`src/rtl/ahb3lite_interconnect_master_port.sv`:
```
// Master-side switch port: decodes the address, broadcasts address/data to the slave ports, and returns the selected response.
// Zero latency when granted; holds the transfer and stalls the master until the slave port grants it; unmapped addresses get a 2-cycle ERROR.
module ahb3lite_interconnect_master_port #(
  parameter int HADDR_SIZE = 32,
  parameter int HDATA_SIZE = 32,
  parameter int SLAVES     = 8
) (
  input  logic                                   HCLK,
  input  logic                                   HRESET,

  input  logic [SLAVES-1:0][HADDR_SIZE-1:0]      slvHADDRbase,
  input  logic [SLAVES-1:0][HADDR_SIZE-1:0]      slvHADDRmask,

  input  logic                                   mstHSEL,
  input  logic [HADDR_SIZE-1:0]                  mstHADDR,
  input  logic [HDATA_SIZE-1:0]                  mstHWDATA,
  input  logic                                   mstHWRITE,
  input  logic [2:0]                             mstHSIZE,
  input  logic [2:0]                             mstHBURST,
  input  logic [3:0]                             mstHPROT,
  input  logic [1:0]                             mstHTRANS,
  input  logic                                   mstHMASTLOCK,
  input  logic                                   mstHREADY,
  output logic [HDATA_SIZE-1:0]                  mstHRDATA,
  output logic                                   mstHREADYOUT,
  output logic                                   mstHRESP,

  output logic [SLAVES-1:0]                      slvHSEL,
  output logic [HADDR_SIZE-1:0]                  slvHADDR,
  output logic [HDATA_SIZE-1:0]                  slvHWDATA,
  output logic                                   slvHWRITE,
  output logic [2:0]                             slvHSIZE,
  output logic [2:0]                             slvHBURST,
  output logic [3:0]                             slvHPROT,
  output logic [1:0]                             slvHTRANS,
  output logic                                   slvHMASTLOCK,
  output logic                                   slvHREADYOUT,
  input  logic [SLAVES-1:0]                      slvHREADY,
  input  logic [SLAVES-1:0]                      slvHRESP,
  input  logic [SLAVES-1:0][HDATA_SIZE-1:0]      slvHRDATA,

  input  logic [SLAVES-1:0]                      granted,
  output logic [SLAVES-1:0]                      can_switch
);

  localparam logic [1:0] HTRANS_BUSY   = 2'b01;
  localparam logic [1:0] HTRANS_NONSEQ = 2'b10;
  localparam logic [1:0] HTRANS_SEQ    = 2'b11;

  typedef enum logic [2:0] {
    ST_IDLE,
    ST_WAIT_GRANT,
    ST_DATA,
    ST_ERR1,
    ST_ERR2
  } state_t;

  state_t r_state;
  state_t w_state_nxt;

  logic [HADDR_SIZE-1:0] r_haddr;
  logic                  r_hwrite;
  logic [2:0]            r_hsize;
  logic [2:0]            r_hburst;
  logic [3:0]            r_hprot;
  logic [1:0]            r_htrans;
  logic                  r_hmastlock;
  logic [SLAVES-1:0]     r_htgt;
  logic [SLAVES-1:0]     r_dtgt;

  logic [SLAVES-1:0]     w_match;
  logic [SLAVES-1:0]     w_tgt;
  logic                  w_mapped;
  logic                  w_accept;
  logic                  w_tgrant;
  logic                  w_hgrant;
  logic                  w_hready;
  logic                  w_hgo;
  logic                  w_dready;
  logic                  w_dresp;
  logic [HDATA_SIZE-1:0] w_drdata;
  logic                  w_hreadyout;
  logic                  w_hresp;
  logic                  w_nolose;

  always_comb begin
    for (int s = 0; s < SLAVES; s++) begin
      w_match[s] = ((mstHADDR ^ slvHADDRbase[s]) & slvHADDRmask[s]) == '0;
    end
  end

  // Scan downward so the lowest matching index is the one left standing.
  always_comb begin
    w_tgt = '0;
    for (int s = SLAVES - 1; s >= 0; s--) begin
      if (w_match[s]) begin
        w_tgt    = '0;
        w_tgt[s] = 1'b1;
      end
    end
  end

  assign w_mapped = |w_match;
  assign w_accept = mstHSEL & mstHREADY & mstHTRANS[1];
  assign w_tgrant = |(granted & w_tgt);
  assign w_hgrant = |(granted & r_htgt);
  assign w_hready = |(slvHREADY & r_htgt);
  assign w_hgo    = (r_state == ST_WAIT_GRANT) & w_hgrant & w_hready;

  always_comb begin
    w_dready = 1'b0;
    w_dresp  = 1'b0;
    w_drdata = '0;
    for (int s = 0; s < SLAVES; s++) begin
      if (r_dtgt[s]) begin
        w_dready = w_dready | slvHREADY[s];
        w_dresp  = w_dresp  | slvHRESP[s];
        w_drdata = w_drdata | slvHRDATA[s];
      end
    end
  end

  always_ff @(posedge HCLK) begin
    if (HRESET) begin
      r_state     <= ST_IDLE;
      r_haddr     <= '0;
      r_hwrite    <= 1'b0;
      r_hsize     <= '0;
      r_hburst    <= '0;
      r_hprot     <= '0;
      r_htrans    <= '0;
      r_hmastlock <= 1'b0;
      r_htgt      <= '0;
      r_dtgt      <= '0;
    end else begin
      r_state <= w_state_nxt;
      if (w_accept) begin
        r_haddr     <= mstHADDR;
        r_hwrite    <= mstHWRITE;
        r_hsize     <= mstHSIZE;
        r_hburst    <= mstHBURST;
        r_hprot     <= mstHPROT;
        r_htrans    <= mstHTRANS;
        r_hmastlock <= mstHMASTLOCK;
        r_htgt      <= w_tgt;
      end
      if (w_hreadyout && w_accept) begin
        r_dtgt <= w_tgt;
      end else if (w_hgo) begin
        r_dtgt <= r_htgt;
      end
    end
  end

  always_comb begin
    w_state_nxt = r_state;
    w_hreadyout = 1'b1;
    w_hresp     = 1'b0;
    case (r_state)
      ST_WAIT_GRANT: w_hreadyout = 1'b0;
      ST_DATA: begin
        w_hreadyout = w_dready;
        w_hresp     = w_dresp;
      end
      ST_ERR1: begin
        w_hreadyout = 1'b0;
        w_hresp     = 1'b1;
      end
      ST_ERR2: w_hresp = 1'b1;
      default: ;
    endcase

    if (w_hreadyout) begin
      if (!w_accept)      w_state_nxt = ST_IDLE;
      else if (!w_mapped) w_state_nxt = ST_ERR1;
      else if (w_tgrant)  w_state_nxt = ST_DATA;
      else                w_state_nxt = ST_WAIT_GRANT;
    end else if (w_hgo) begin
      w_state_nxt = ST_DATA;
    end else if (r_state == ST_ERR1) begin
      w_state_nxt = ST_ERR2;
    end
  end

  assign mstHREADYOUT = w_hreadyout;
  assign mstHRESP     = w_hresp;
  assign mstHRDATA    = (r_state == ST_DATA) ? w_drdata : '0;
  assign slvHWDATA    = mstHWDATA;

  // A held SEQ restarts the burst at the new slave port, so it goes out as NONSEQ.
  always_comb begin
    if (r_state == ST_WAIT_GRANT) begin
      slvHSEL      = r_htgt;
      slvHADDR     = r_haddr;
      slvHWRITE    = r_hwrite;
      slvHSIZE     = r_hsize;
      slvHBURST    = r_hburst;
      slvHPROT     = r_hprot;
      slvHTRANS    = (r_htrans == HTRANS_SEQ) ? HTRANS_NONSEQ : r_htrans;
      slvHMASTLOCK = r_hmastlock;
      slvHREADYOUT = w_hready;
    end else begin
      slvHSEL      = w_tgt & {SLAVES{mstHSEL}};
      slvHADDR     = mstHADDR;
      slvHWRITE    = mstHWRITE;
      slvHSIZE     = mstHSIZE;
      slvHBURST    = mstHBURST;
      slvHPROT     = mstHPROT;
      slvHTRANS    = mstHTRANS;
      slvHMASTLOCK = mstHMASTLOCK;
      slvHREADYOUT = w_hreadyout;
    end
  end

  assign w_nolose = slvHMASTLOCK | (slvHTRANS == HTRANS_SEQ) | (slvHTRANS == HTRANS_BUSY);

  always_comb begin
    for (int s = 0; s < SLAVES; s++) begin
      can_switch[s] = ~(slvHSEL[s] & (w_nolose | ((r_state == ST_WAIT_GRANT) & r_htgt[s])));
    end
  end

endmodule

```
`config.mk`:
```
export PLATFORM = sky130hd
export DESIGN_NAME = ahb3lite_interconnect_master_port
export DESIGN_NICKNAME = d
export VERILOG_FILES = /design/src/rtl/ahb3lite_interconnect_master_port.sv
export SDC_FILE = /design/constraint.sdc
export NUM_CORES = 1
export LEC_CHECK = 0
export CORE_AREA = 5 5 385 387
export CTS_CLUSTER_SIZE = 8
export DETAILED_ROUTE_END_ITERATION = 7
export DIE_AREA = 0 0 390 392
export HOLD_SLACK_MARGIN = 0.02
export SETUP_SLACK_MARGIN = 0.02
export SYNTH_ARGS = -nofsm -noshare
export SYNTH_HDL_FRONTEND = slang
export SYNTH_SLANG_ARGS = --single-unit
```
`constraint.sdc`:
```
create_clock -name HCLK -period 6.5 [get_ports HCLK]
set_input_delay 0.975 -clock HCLK [delete_from_list [all_inputs] [get_ports HCLK]]
set_output_delay 0.975 -clock HCLK [all_outputs]
set_load 0.05 [all_outputs]
```
Word-level counts from Yosys, hierarchy flattened

Index checks and enable logic that the tools add are counted.

Register bits: 65
Input port bits: 874
Output and inout port bits: 129
Word-level logic and storage cells: 166

Equal/unequal tests: 7
Multiplexer cells: 53
Bitwise operators: 79
Reductions and logical operators: 17

Operators with widths:

| operator                                            | count |
|---|---|
| 2-to-1 mux 32 bit                                   | 10 |
| AND 32 bit                                          | 8 |
| zero test 32 bit                                    | 8 |
| XOR 32 bit                                          | 8 |
| bitwise OR 32 bit                                   | 7 |
| 2-to-1 mux 8 bit                                    | 11 |
| AND 8 bit                                           | 4 |
| OR reduction 8 bit                                  | 4 |
| bitwise OR 1 bit                                    | 24 |
| AND 1 bit                                           | 20 |
| 2-to-1 mux 1 bit                                    | 19 |
| 2-to-1 mux 3 bit                                    | 5 |
| 2-to-1 mux 2 bit                                    | 5 |
| inverter 1 bit                                      | 8 |
| equality test 3 x 2 -> 1 bit, second input constant | 2 |
| equality test 2 bit, second input constant          | 2 |
| 2-to-1 mux 4 bit                                    | 1 |
| one-hot mux 1 bit (2 select lines)                  | 2 |
| OR reduction 2 bit                                  | 2 |
| equality test 3 x 1 -> 1 bit, second input constant | 1 |
| equality test 3 bit, second input constant          | 1 |
| nonzero test 3 bit                                  | 1 |
| equality test 2 x 1 -> 1 bit, second input constant | 1 |
| nonzero test 2 bit                                  | 1 |
| logical AND 1 bit                                   | 1 |

Longest topological paths before layout

Depth after elaboration: 18
Gate-level depth with buffers: 10
Depth with buffers taken out: 8

Worst setup path after synthesis

No wires, ideal clock.

Kind: input-to-output
From: input port mstHADDR[2]
To: output port slvHSEL[7]
Arrival: 3.522 ns
Data required time: 5.525 ns
Path slack: 2.003 ns
Cell stages on the path: 8
Buffers on the path: 1
Cell sequence: buf_2 > xor2_1 > a22o_1 > a221oi_1 > nand4_1 > nor4_1 > nand3_1 > o21ai_0

Cells in the longest elaborated chain, start to end: 13
Elaborated cells between the ends (all ways): 34
Classes of those cells: 9 x mux; 17 x bitwise; 8 x reduce/logical

Ends and longest elaborated chain:

| element                        | RTL line | source |
|---|---|---|
| from (decl)                    | 15       | `input logic [HADDR_SIZE-1:0] mstHADDR,` |
| XOR 32 bit                     | 88       | `w_match[s] = ((mstHADDR ^ slvHADDRbase[s]) & slvHADDRmask[s]) == '0;` |
| AND 32 bit                     | 88       |  |
| zero test 32 bit               | 88       |  |
| 2-to-1 mux 8 bit (7 in series) | 96       | `if (w_match[s]) begin` |
| 2-to-1 mux 8 bit *             | 96       |  |
| AND 8 bit *                    | 203      | `slvHSEL = w_tgt & {SLAVES{mstHSEL}};` |
| 2-to-1 mux 8 bit *             | 192      | `if (r_state == ST_WAIT_GRANT) begin` |
| to (decl)                      | 28       | `output logic [SLAVES-1:0] slvHSEL,` |

Mark *: on every way between the ends. The rest lies on a longest branch, timed or not.

Worst setup path in the final report

From: input port mstHADDR[9]
To: output port can_switch[3]

Cells in the longest elaborated chain, start to end: 14
Elaborated cells between the ends (all ways): 32
Classes of those cells: 8 x mux; 17 x bitwise; 7 x reduce/logical

Ends and longest elaborated chain:

| element                        | RTL line | source |
|---|---|---|
| XOR 32 bit                     | 88       |  |
| AND 32 bit                     | 88       |  |
| zero test 32 bit               | 88       |  |
| 2-to-1 mux 8 bit (6 in series) | 96       |  |
| 2-to-1 mux 8 bit *             | 96       |  |
| AND 8 bit *                    | 203      |  |
| 2-to-1 mux 8 bit *             | 192      |  |
| AND 1 bit *                    | 219      | `can_switch[s] = ~(slvHSEL[s] & (w_nolose \| ((r_state == ST_WAIT_GRANT) & r_htgt[s])));` |
| inverter 1 bit *               | 219      |  |
| to (decl)                      | 43       | `output logic [SLAVES-1:0] can_switch` |

Marked as above.

==> impl_metrics.yaml <==
outcome:
  status: "finished, final reports clean"
critical_path:
  rrSetupSlack_ns: 3.26
  cp_data_arrival_time_ns: 5.33
  critPathKind: "in -> out"
  worstPathRequired_ns: 5.52
  critical_path.endpoint: "can_switch[3]"
  critPathMaxFanout: 11
  r2r-end: "r_dtgt[2]"
  crit_path_end_kind: "primary output"
  timing.rr.start: "r_state[0]"
  setup.worst_path.start: "mstHADDR[9]"
  critPathLaunchType: "input pin"
  worstRegToRegCells: 9
floorplan:
  rows: 140
  boundaryPins: 1003
  start_util_pct: 6.021
  core_um2: 144500
  die-width_um: 390
  die_area_um2: 152900
  die_h_um: 392
sta:
  finalHoldViolCount: 0
  rsz0062_at_grt: "false"
  fmax_mhz: 158.6
  final.setup_skew_ns: 0.01524
  worst_pin_slew_ns: 1.029
  final-setup-viol-count: 0
  worst_slack_ns: 0.1936
  period_needed_ns: 6.306
  maxSlewViolCount: 0
  relSlewSlack_pct: 31.22
  period_share_pct: 97.02
final_layout:
  synthToLayoutAreaGrowth_pct: 138.3
  layout_common_cells: "clkdlybuf4s50_1 (920), xor2_1 (256), a22oi_1 (200)"
  final_common_cell: "clkdlybuf4s50_1"
  final_nets: 2850
  drive_above_1_share_pct: 7.976
cts:
  cts_max_level: 3
  clk_pin_slew_ns: 0.07
  cts-resized-gates: 0
  post_cts.repair.setup_buffers: 1
  cts_tree: "done"
  clk_root_buffer_cell: "clkbuf_16"
  clk_latency_ns: 0.43
  clock_path_buffers: 2
  cts.sinks: 65
  hold_buffers: 0
  numCtsBuffers: 9
yosys:
  ys_seq_area_share_pct: 14.96
  synth_fp_nets: 1973
  synth_cell_type_count: 42
  avgSynthCellArea_um2: 7.917
  ys_warn_count: 0
  synth_top_cells_by_area: "xor2_1 (26%), a22oi_1 (17%), dfxtp_1 (15%)"
  yosysTopAreaCell: "xor2_1"
  yosys_register_bits: 65
  synth_cells: 1099
  yosysTopAreaCellShare_pct: 25.77
  synth_area_um2: 8701
flow_run:
  max_cap_viol_count: 0
pwr:
  power.leakage_nw: 6.958
  total_power_mw: 2.429
  ir_worst_vdd_mv: 0.1563
  power_density_nw_per_um2: 117.2
route:
  wire_per_inst_um: 34.86
  vias: 13607
  drt_iter0_drc: 945
  wirelength_um: 136500
  drt-pass1-iter-count: 5
  final_antenna_net_count: 0
  highest_layer: "met5"
  vias_per_cell: 3.476
  drc: 0
  wl_met1_um: 51590
  met2_length_um: 70110
  dr_wl_met3_um: 10750
global_routing:
  grt_max_degree: 39
  antenna_found_initial: 100
  grt.overflow.total: 0
  grt_pass1_wl_um: 165000
  first_global_vias: 14052
  track_usage_pct: 17.00
placement:
  place_congestion: 0.9243
  pre_cts_ws_ns: -0.3111
  io_buffers: 938
  detailed_place_hpwl_um: 124100
hold_path:
  worstHoldPathType: "reg -> reg"
routing by layer:
layer | up-vias | global-route usage [%]
met1 | 6627 | 18.95
met3 | 216 | 5.353
met5 | - | 0
met2 | 842 | 31.33
li1 | 5884 | -
met4 | 38 | 4.046
synthesized netlist by cell type, drive strengths merged:
cell and number:
buf 65, or2 1, a221oi 36, nor2 16
nand3 4, nor2b 4, nand4 35, a21boi 1
nand3b 4, and3 2, mux2 47, o221ai 2
a21oi 55, a22oi 200, a222oi 2, xor2 256
o21ai 11, a31oi 34, a22o 42, nor3 3
a211oi 5, inv 3, a221o 2, clkbuf 62
nor4 9, nand2 113, and2 1, and2b 2
and3b 1, nand2b 3, dfxtp 65, mux2i 7
o21a 5, a41o 1
state kept, by name, indices dropped and copies added, names as in the netlist:
register	count
r_hprot	4
r_htgt	8
r_haddr	32
r_state	3
r_dtgt	8
r_htrans	2
r_hwrite	1
r_hburst	3
r_hmastlock	1
r_hsize	3
layout make-up:
cell class                      count  area (µm²)
Antenna cell                       17       42.54
Clock buffer                        9       225.2
Clock inverter                      7       102.6
Fill cell                       16509      123800
Inverter                            3       11.26
Multi-Input combinational cell    904        6729
Sequential cell                    65        1311
Tap cell                         1917        2399
Timing Repair Buffer              993        9917
per-stage QoR:
| step | util, % | hold WS, ns | std cells | setup TNS (ns) | instance area [µm²] |
|---|---|---|---|---|---|
| finish | 14.35 | 0.4525 | 3915 | 0 | 20740 |
| CTS | 14.32 | 0.4556 | 3898 | 0 | 20690 |
| detailed placement | 14.08 | 0.4448 | 3881 | -0.6011 | 20350 |
| global placement | 14.07 | 0.4429 | 3881 | -6.517 | 20340 |
| floorplan | - | 0.4329 | 1099 | 0 | 8701 |
| global route | 14.33 | 0.4741 | 3902 | 0 | 20700 |
where the power goes:
part / switching (mW) / internal, mW / total (mW)
registers: 0.0258 / 0.411 / 0.436
logic: 0.684 / 0.673 / 1.36
clock network: 0.296 / 0.341 / 0.637
total: 1.01 / 1.42 / 2.43
kinds of logic (layout without fill, tap and decap cells):
logic type                Yosys count  count (layout)  share of synthesized area (%)
AOI/OAI and AO/OA                 396             396                          33.07
xor gates and xnor gates          256             256                          25.77
and+or+nand+nor                   198             198                          11.07
buffers and inverters             130            1012                          8.240
DFF                                65              65                          14.96
muxes                              54              54                          6.888
other                               0              17                              0
how the worst min path moves through the flow:
stage                        to  slack, ns   startpoint  cells past startpoint
finish               r_hsize[0]       0.45   r_hsize[0]                      2
global placement     r_haddr[1]       0.44   r_haddr[1]                      2
floorplan            r_haddr[0]       0.43   r_haddr[0]                      2
CTS                  r_hsize[1]       0.46   r_hsize[1]                      2
global route         r_hprot[0]       0.47   r_hprot[0]                      2
detailed placement  r_haddr[17]       0.44  r_haddr[17]                      2
critical path: stages:
cell	delay [ns]
clkdlybuf4s50_1	0.87
xor2_1	0.35
a22oi_1	0.28
nand4_1	0.83
nor4_4	0.57
buf_12	0.18
nor3_2	0.10
and2_1	0.28
a22oi_1	0.59
buf_12	0.22
No activity file was read; power rests on OpenSTA's default activity.
